[src/rtl/uar_pkt_rx.sv]
// Oversampled 8N1 packet receiver: majority-vote bit decisions, bytes gathered into
// a packet closed by an idle gap or when full, delivered through a valid/ready holding register.
module uar_pkt_rx #(
    parameter int CLK_PER_SAMP = 423,
    parameter int SAMP_PER_BIT = 16,
    parameter int PKT_BYTES    = 21,
    parameter int IDLE_SAMPS   = 320
) (
    input  logic                             clk_in,
    input  logic                             rst_n_in,
    input  logic                             rx_in,
    output logic [8*PKT_BYTES-1:0]           data_out,
    output logic [$clog2(PKT_BYTES+1)-1:0]   len_out,
    output logic                             frame_err_out,
    output logic                             valid_out,
    input  logic                             ready_in,
    output logic                             overrun_out
);
    localparam int CW = (CLK_PER_SAMP > 1) ? $clog2(CLK_PER_SAMP) : 1;
    localparam int SW = $clog2(SAMP_PER_BIT);
    localparam int IW = $clog2(IDLE_SAMPS + 1);
    localparam int LW = $clog2(PKT_BYTES + 1);
    localparam int BW = 8 * PKT_BYTES;

    localparam logic [CW-1:0] CLK_LAST  = CW'(CLK_PER_SAMP - 1);
    localparam logic [SW-1:0] SAMP_LAST = SW'(SAMP_PER_BIT - 1);
    localparam logic [SW-1:0] SAMP_A    = SW'(SAMP_PER_BIT / 2 - 1);
    localparam logic [SW-1:0] SAMP_B    = SW'(SAMP_PER_BIT / 2);
    localparam logic [SW-1:0] SAMP_C    = SW'(SAMP_PER_BIT / 2 + 1);
    localparam logic [IW-1:0] IDLE_END  = IW'(IDLE_SAMPS);
    localparam logic [LW-1:0] LEN_FULL  = LW'(PKT_BYTES);

    typedef enum logic [2:0] {IDLE, START, DATA, STOP, GAP} state_t;

    state_t         state_q, state_nx;
    logic [1:0]     sync_q;
    logic [CW-1:0]  clk_cnt_q;
    logic [SW-1:0]  samp_q, samp_nx;
    logic [2:0]     bit_q, bit_nx;
    logic [7:0]     shreg_q, shreg_nx;
    logic [LW-1:0]  byte_cnt_q, byte_cnt_nx;
    logic [IW-1:0]  idle_q, idle_nx;
    logic           err_q, err_nx;
    logic           ret_gap_q, ret_gap_nx;
    logic           s0_q, s0_nx, s1_q, s1_nx;
    logic [BW-1:0]  buf_q, buf_nx;
    logic           close_nx, close_q;
    logic           rx_s, tick, maj;

    assign rx_s = sync_q[1];
    assign tick = (clk_cnt_q == CLK_LAST);
    assign maj  = (s0_q & s1_q) | (s0_q & rx_s) | (s1_q & rx_s);

    always_ff @(posedge clk_in) begin
        if (!rst_n_in) begin
            sync_q     <= 2'b11;
            clk_cnt_q  <= '0;
            state_q    <= IDLE;
            samp_q     <= '0;
            bit_q      <= '0;
            shreg_q    <= '0;
            byte_cnt_q <= '0;
            idle_q     <= '0;
            err_q      <= 1'b0;
            ret_gap_q  <= 1'b0;
            s0_q       <= 1'b1;
            s1_q       <= 1'b1;
            buf_q      <= '0;
            close_q    <= 1'b0;
        end else begin
            sync_q     <= {sync_q[0], rx_in};
            clk_cnt_q  <= tick ? '0 : clk_cnt_q + CW'(1);
            state_q    <= state_nx;
            samp_q     <= samp_nx;
            bit_q      <= bit_nx;
            shreg_q    <= shreg_nx;
            byte_cnt_q <= byte_cnt_nx;
            idle_q     <= idle_nx;
            err_q      <= err_nx;
            ret_gap_q  <= ret_gap_nx;
            s0_q       <= s0_nx;
            s1_q       <= s1_nx;
            buf_q      <= buf_nx;
            close_q    <= close_nx;
        end
    end

    always_comb begin
        state_nx    = state_q;
        samp_nx     = samp_q;
        bit_nx      = bit_q;
        shreg_nx    = shreg_q;
        byte_cnt_nx = byte_cnt_q;
        idle_nx     = idle_q;
        err_nx      = err_q;
        ret_gap_nx  = ret_gap_q;
        s0_nx       = s0_q;
        s1_nx       = s1_q;
        buf_nx      = buf_q;
        close_nx    = 1'b0;
        if (tick) begin
            if (samp_q == SAMP_A) s0_nx = rx_s;
            if (samp_q == SAMP_B) s1_nx = rx_s;
            case (state_q)
                IDLE: begin
                    if (!rx_s) begin
                        state_nx    = START;
                        samp_nx     = '0;
                        byte_cnt_nx = '0;
                        buf_nx      = '0;
                        err_nx      = 1'b0;
                        ret_gap_nx  = 1'b0;
                    end
                end
                START: begin
                    samp_nx = samp_q + SW'(1);
                    if (samp_q == SAMP_C && maj) begin
                        state_nx = ret_gap_q ? GAP : IDLE;
                    end else if (samp_q == SAMP_LAST) begin
                        state_nx = DATA;
                        samp_nx  = '0;
                        bit_nx   = '0;
                    end
                end
                DATA: begin
                    samp_nx = samp_q + SW'(1);
                    if (samp_q == SAMP_C) shreg_nx = {maj, shreg_q[7:1]};
                    if (samp_q == SAMP_LAST) begin
                        samp_nx = '0;
                        if (bit_q == 3'd7) state_nx = STOP;
                        else               bit_nx   = bit_q + 3'd1;
                    end
                end
                STOP: begin
                    samp_nx = samp_q + SW'(1);
                    if (samp_q == SAMP_C) begin
                        err_nx = err_q | ~maj;
                        buf_nx[{byte_cnt_q, 3'b000} +: 8] = shreg_q;
                        byte_cnt_nx = byte_cnt_q + LW'(1);
                        if (byte_cnt_nx == LEN_FULL) begin
                            close_nx = 1'b1;
                            state_nx = IDLE;
                        end else begin
                            state_nx = GAP;
                            idle_nx  = '0;
                        end
                    end
                end
                GAP: begin
                    // Low ticks restart a byte without clearing the idle count; only high ticks age the gap.
                    if (!rx_s) begin
                        state_nx   = START;
                        samp_nx    = '0;
                        ret_gap_nx = 1'b1;
                    end else if (idle_q + IW'(1) == IDLE_END) begin
                        close_nx = 1'b1;
                        state_nx = IDLE;
                    end else begin
                        idle_nx = idle_q + IW'(1);
                    end
                end
                default: state_nx = IDLE;
            endcase
        end
    end

    // Holding register: a close lands one cycle after its tick, so buf_q is already final.
    always_ff @(posedge clk_in) begin
        if (!rst_n_in) begin
            data_out      <= '0;
            len_out       <= '0;
            frame_err_out <= 1'b0;
            valid_out     <= 1'b0;
            overrun_out   <= 1'b0;
        end else begin
            overrun_out <= 1'b0;
            if (valid_out && ready_in) valid_out <= 1'b0;
            if (close_q) begin
                if (!valid_out || ready_in) begin
                    data_out      <= buf_q;
                    len_out       <= byte_cnt_q;
                    frame_err_out <= err_q;
                    valid_out     <= 1'b1;
                end else begin
                    overrun_out <= 1'b1;
                end
            end
        end
    end
endmodule
[config.mk]
export PLATFORM = sky130hd
export DESIGN_NAME = uar_pkt_rx
export DESIGN_NICKNAME = d
export VERILOG_FILES = /design/src/rtl/uar_pkt_rx.sv
export SDC_FILE = /design/constraint.sdc
export NUM_CORES = 1
export LEC_CHECK = 0
export CAP_MARGIN = 40
export CORE_MARGIN = 2
export CORE_UTILIZATION = 59
export CTS_CLUSTER_SIZE = 8
export DETAILED_ROUTE_END_ITERATION = 6
export GPL_ROUTABILITY_DRIVEN = 0
export PLACE_DENSITY = 0.84
export REMOVE_ABC_BUFFERS = 1
export SETUP_SLACK_MARGIN = 0.15
export SLEW_MARGIN = 20
export SYNTH_ARGS = -nofsm -noshare
export SYNTH_HDL_FRONTEND = slang
export SYNTH_SLANG_ARGS = --single-unit
[constraint.sdc]
create_clock -name clk_in -period 8.3 [get_ports clk_in]
set_input_delay 1.66 -clock clk_in [delete_from_list [all_inputs] [get_ports clk_in]]
set_output_delay 1.66 -clock clk_in [all_outputs]
set_load 0.01 [all_outputs]
# --- After elaboration in Yosys (flattened, before gate mapping) ---
# Index checks and enable logic that the tools add are counted.
word_totals:
  ff_bits: 392
  latch_bits: 0
  mem_bits_rw: 0
  romBits: 0
  elab_cells: 131
  mem_count: 0
op_classes:
  n_addsub: 6
  multipliers: 0
  div: 0
  n_lt_le_gt_ge: 0
  eq_ne: 26
  shift: 2
  n_mux: 46
  bitwise_logic: 8
  reduce_logical: 24
ops:
  columns: ["cell", "count"]
  rows:
  - ["two-way mux 168 bit", 2]
  - ["one-hot mux 168 bit (2 select lines)", 1]
  - ["bitwise mux 168 bit", 1]
  - ["variable shift 8 x 10 -> 168 bit, first input constant", 1]
  - ["indexed part select 8 x 10 -> 168 bit", 1]
  - ["two-way mux 3 bit", 14]
  - ["two-way mux 9 bit", 4]
  - ["!= test 2 bit, second input constant", 12]
  - ["adder 9 x 1 -> 9 bit, second input constant", 2]
  - ["equality test 9 bit, second input constant", 2]
  - ["one-hot mux 9 bit (2 select lines)", 1]
  - ["one-hot mux 4 bit (4 select lines)", 1]
  - ["one-hot mux 3 bit (5 select lines)", 1]
  - ["equality test 4 bit, second input constant", 3]
  - ["two-way mux 4 bit", 3]
  - ["AND reduction 6 bit", 2]
  - ["two-way mux 1 bit", 11]
  - ["two-way mux 5 bit", 2]
  - ["negator 8 -> 10 bit", 1]
  - ["one-hot mux 5 bit (2 select lines)", 1]
  - ["AND reduction 2 bit", 5]
  - ["AND reduction 4 bit", 2]
  - ["nonzero test 2 bit", 4]
  - ["AND reduction 7 bit", 1]
  - ["other kinds (21)", 34]

# --- Logic depth before layout (Yosys ltp) ---
logic_depth:
  word_depth: 7
  mapped_depth: 12

# --- Least setup slack after synthesis ---
# No wires, ideal clock.
synth_timing:
  path_kind: "input to register"
  start: "input port rst_n_in"
  end: "register buf_q[104]"
  setup_ps: 60
  t_arrival_ps: 2870
  setup_slack_ps: 5371
  cell_stages: 6
  path_cell_list: "clkbuf_1 -> clkinv_1 -> nor2_1 -> nand3_1 -> nor4_4 -> a22o_1"
synth_rtl:
  columns: ["element", "line_no", "rtl"]
  rows:
  - ["from (decl)", "10", "input logic rst_n_in,"]
  - ["to (signal assigned)", "83", "buf_q <= buf_nx;"]
  - ["to (decl)", "46", "logic [BW-1:0] buf_q, buf_nx;"]

# --- Worst setup path in the final report ---
layout_timing:
  start: "input port ready_in"
  end: "register data_out[0]"
layout_between:
  elab_chain_len: 2
layout_rtl:
  columns: ["element", "line_no", "rtl"]
  rows:
  - ["from (decl)", "16", "input logic ready_in,"]
  - ["logical OR 1 bit", "179", "if (!valid_out || ready_in) begin"]
  - ["AND reduction 2 bit (no line)", null, null]
  - ["to (signal assigned)", "180", "data_out <= buf_q;"]
  - ["to (decl)", "12", "output logic [8*PKT_BYTES-1:0] data_out,"]
# No other way between the ends.
# A chain may end at the register's enable or synchronous reset.

==> run summary <==
Status: completed
Synth area leaders: dfxtp_1, nand2_1, a21oi_1, nand3_1, clkbuf_1
Fmax: 0.265 GHz
Final setup vio count: 0
Cts hold-fix bufs: 0
Endpoint class of the critical path: register
Gr usage total: 0.299
Setup Fix Bufs, Post-CTS: 0
Layout cell share with drive strength beyond 1: 0.0616
CP Data Arrival Time: 4260 ps
Hold depth: 1
DRC errors left: 0
Core Region: 25300 sq um
Final hold viol count: 0
RR Endpoint: buf_q[35]
Worst-margin pin slew: 978 ps
Max Cap Viol: 0
Pre-CTS WS: 4010 ps
Avg Vias per Cell: 6.06
Slew Viols, Final: 0
Critical-path cell list: clkdlybuf4s50_1 > nor2b_1 > nand2b_4 > buf_4 > buf_16 > nand2_1 > a21oi_1
Async set or reset register ratio after synthesis: 0
1st-iter DRT viols: 1533
Commonest cells in the synthesized netlist: nand2_1, dfxtp_1, a21oi_1, nand3_1, clkbuf_1
Fin Clk Skew: 20.2 ps
Area leader, netlist: dfxtp_1
Clock transition at path regs: 50 ps
Delay-heaviest family, CP: buffers and inverters
Chip width: 165 um
Hold Path Sink: sync_q[1]
CTS Buffer Depth: 3
Cts bufs inserted: 54
Final min period: 3780 ps
Routed vias: 13804
Leakage Power: 6.15 nW
Yosys Warn Count: 0
Row cnt: 58
Global-route wire length before repair: 66000 um
Total length of routed wires: 41100 um
Die area: 27300 sq um
Mapped Area: 15300 sq um
Cell variety after synth: 76
Worst Setup Start Kind: input port
Clock insertion delay at the later pin of the skew report: 570 ps
Gr ovfl total: 0
Final ANT Viol Nets: 0
Initial DRT Pass Iterations: 5
Mapped Avg Cell Area: 8.39 sq um
CP peak stage delay: 630 ps
Via count of the first global-routing pass: 13210
Worst Hold Launch: sync_q[0]
PwrDens: 207 nW/um^2
Post-synthesis cell count: 1826
Placed insts: 2216
Slew HR: 0.347
Area Growth Syn to Fin: 21.4%
FF-to-FF setup slack: 4670 ps
Port bufs: 179
Setup TNS: 0 ps
CP Buf/Inv Count: 3
Starting Density: 0.605
Clock Sinks: 392
RSZ-0062 raised after global routing: false
Wire length per cell: 18.0 um
Post-synthesis sequential element count: 392
CTS H-Tree Depth: 2
Crit path kind: in2reg
Nets: 1964
Hold Path Class: reg2reg
Post-DP HPWL: 25400 um
Number of synthesized flops with an enable pin: 0
# resized after CTS: 0
Initial antenna violation count: 0
Crit-path max FO: 63
Clock root buffer: clkbuf_16
CTS tree: built
Final worst path period share: 0.455
Cell count of the worst reg-to-reg path: 8
# IOs: 180
Ant diodes: 0
Final WS setup: 4520 ps
Pin count of the biggest net entering global routing: 153
Worst EP required: 8770 ps
Yosys top cell area share: 0.512
Post-layout util: 0.734
Count leader, synth: nand2_1
VDD IR-drop max: 0.000138 V
Die height: 165 um
Primary FF master, synth: dfxtp_1
Fin cells: 2277
Slowest cell on the critical path: buf_4
Seq/Total Area, Yosys: 0.512
FF-to-FF Start: byte_cnt_q[0]
cell usage in the layout (no fill, tap or decap), drive strengths merged, types with 5 or more instances in the layout:
master,Yosys,final
ha,14,14
nor4,5,5
or3,11,11
o31ai,34,34
nand2b,7,7
clkbuf,95,56
o21a,5,5
clkdlybuf4s50,0,178
and2,5,5
o211ai,5,5
or2,10,10
a32o,13,13
mux2i,15,15
nor2,95,95
xnor2,6,6
buf,43,23
nand4,38,38
nand3,96,96
nor3,15,15
nand2,463,463
o22ai,13,13
a32oi,14,14
a22o,5,5
o21ai,64,64
xor2,12,12
a21oi,219,219
o41ai,6,6
and3,21,21
nor2b,9,9
inv,15,16
a31oi,9,9
a22oi,18,18
a21o,6,6
dfxtp,392,392
state kept, by name (all words and copies together) (netlist names):
name and flops:
buf_q 168, data_out 168, clk_cnt_q 9, idle_q 9, shreg_q 8, byte_cnt_q 5
len_out 5, samp_q 4, bit_q 3, state_q 3, sync_q 2, close_q 1
err_q 1, frame_err_out 1, overrun_out 1, ret_gap_q 1, s0_q 1, s1_q 1
valid_out 1
worst reg2reg max path: stages (launching register included):
cell	delay [ps]
dfxtp_1	740
inv_1	210
ha_1	340
nor2_1	210
a31oi_1	290
nor4_4	410
nand4_1	680
or2_2	540
a21oi_1	120
area by class of cell:
type | instances | area, sq um
repair buffers | 202 | 2020
inverters | 16 | 65.1
multi-input cells | 1280 | 6850
fillers | 1828 | 6730
well taps | 330 | 413
flip-flops and latches | 392 | 7850
clock buffers | 55 | 1380
clock inverters | 2 | 32.5
stage by stage:
| stage | power [mW] | area [sq um] | hold WS [ps] |
|---|---|---|---|
| after floorplan | 1.96 | 14700 | 386 |
| after global placement | 1.98 | 17100 | 397 |
| after detailed placement | 1.99 | 17100 | 400 |
| after CTS | 3.86 | 18600 | 416 |
| after global routing | 3.95 | 18600 | 445 |
| final | 3.85 | 18600 | 408 |
per-layer routing:
| layer | track usage | part of all wire | vias up |
|---|---|---|---|
| li1 | - | - | 6536 |
| met2 | 0.485 | 0.47 | 650 |
| met3 | 0.0549 | 0.091 | 115 |
| met5 | 0 | 0 | - |
| met4 | 0.125 | 0.032 | 0 |
| met1 | 0.393 | 0.41 | 6503 |
power breakdown:
part	total (mW)	switching [mW]	internal (mW)	leakage, nW
clock network	1.90	0.748	1.15	0.692
registers	1.90	0.00745	1.89	3.16
logic	0.0538	0.0419	0.0119	2.30
total	3.85	0.798	3.05	6.15
how the worst max path moves through the flow:
stage	start	end	slack [ps]	cells past startpoint
5_1_grt	ready_in	data_out[1]	4300	7
3_5_place_dp	ready_in	data_out[135]	4010	7
2_1_floorplan	rst_n_in	buf_q[26]	380	3
6_report	ready_in	data_out[0]	4520	7
3_3_place_gp	ready_in	data_out[135]	3870	6
4_1_cts	ready_in	data_out[111]	4550	7
logic make-up after synthesis:
| logic type | Yosys count | synth area share |
|---|---|---|
| and+or+nand+nor | 799 | 0.239 |
| AOI/OAI and AO/OA | 433 | 0.174 |
| DFF | 392 | 0.512 |
| buffers and inverters | 154 | 0.0422 |
| xor gates and xnor gates | 18 | 0.0103 |
| muxes | 15 | 0.00980 |
| adders and majority gates | 15 | 0.0121 |
Note: power is estimated with default switching activity, not from simulation.
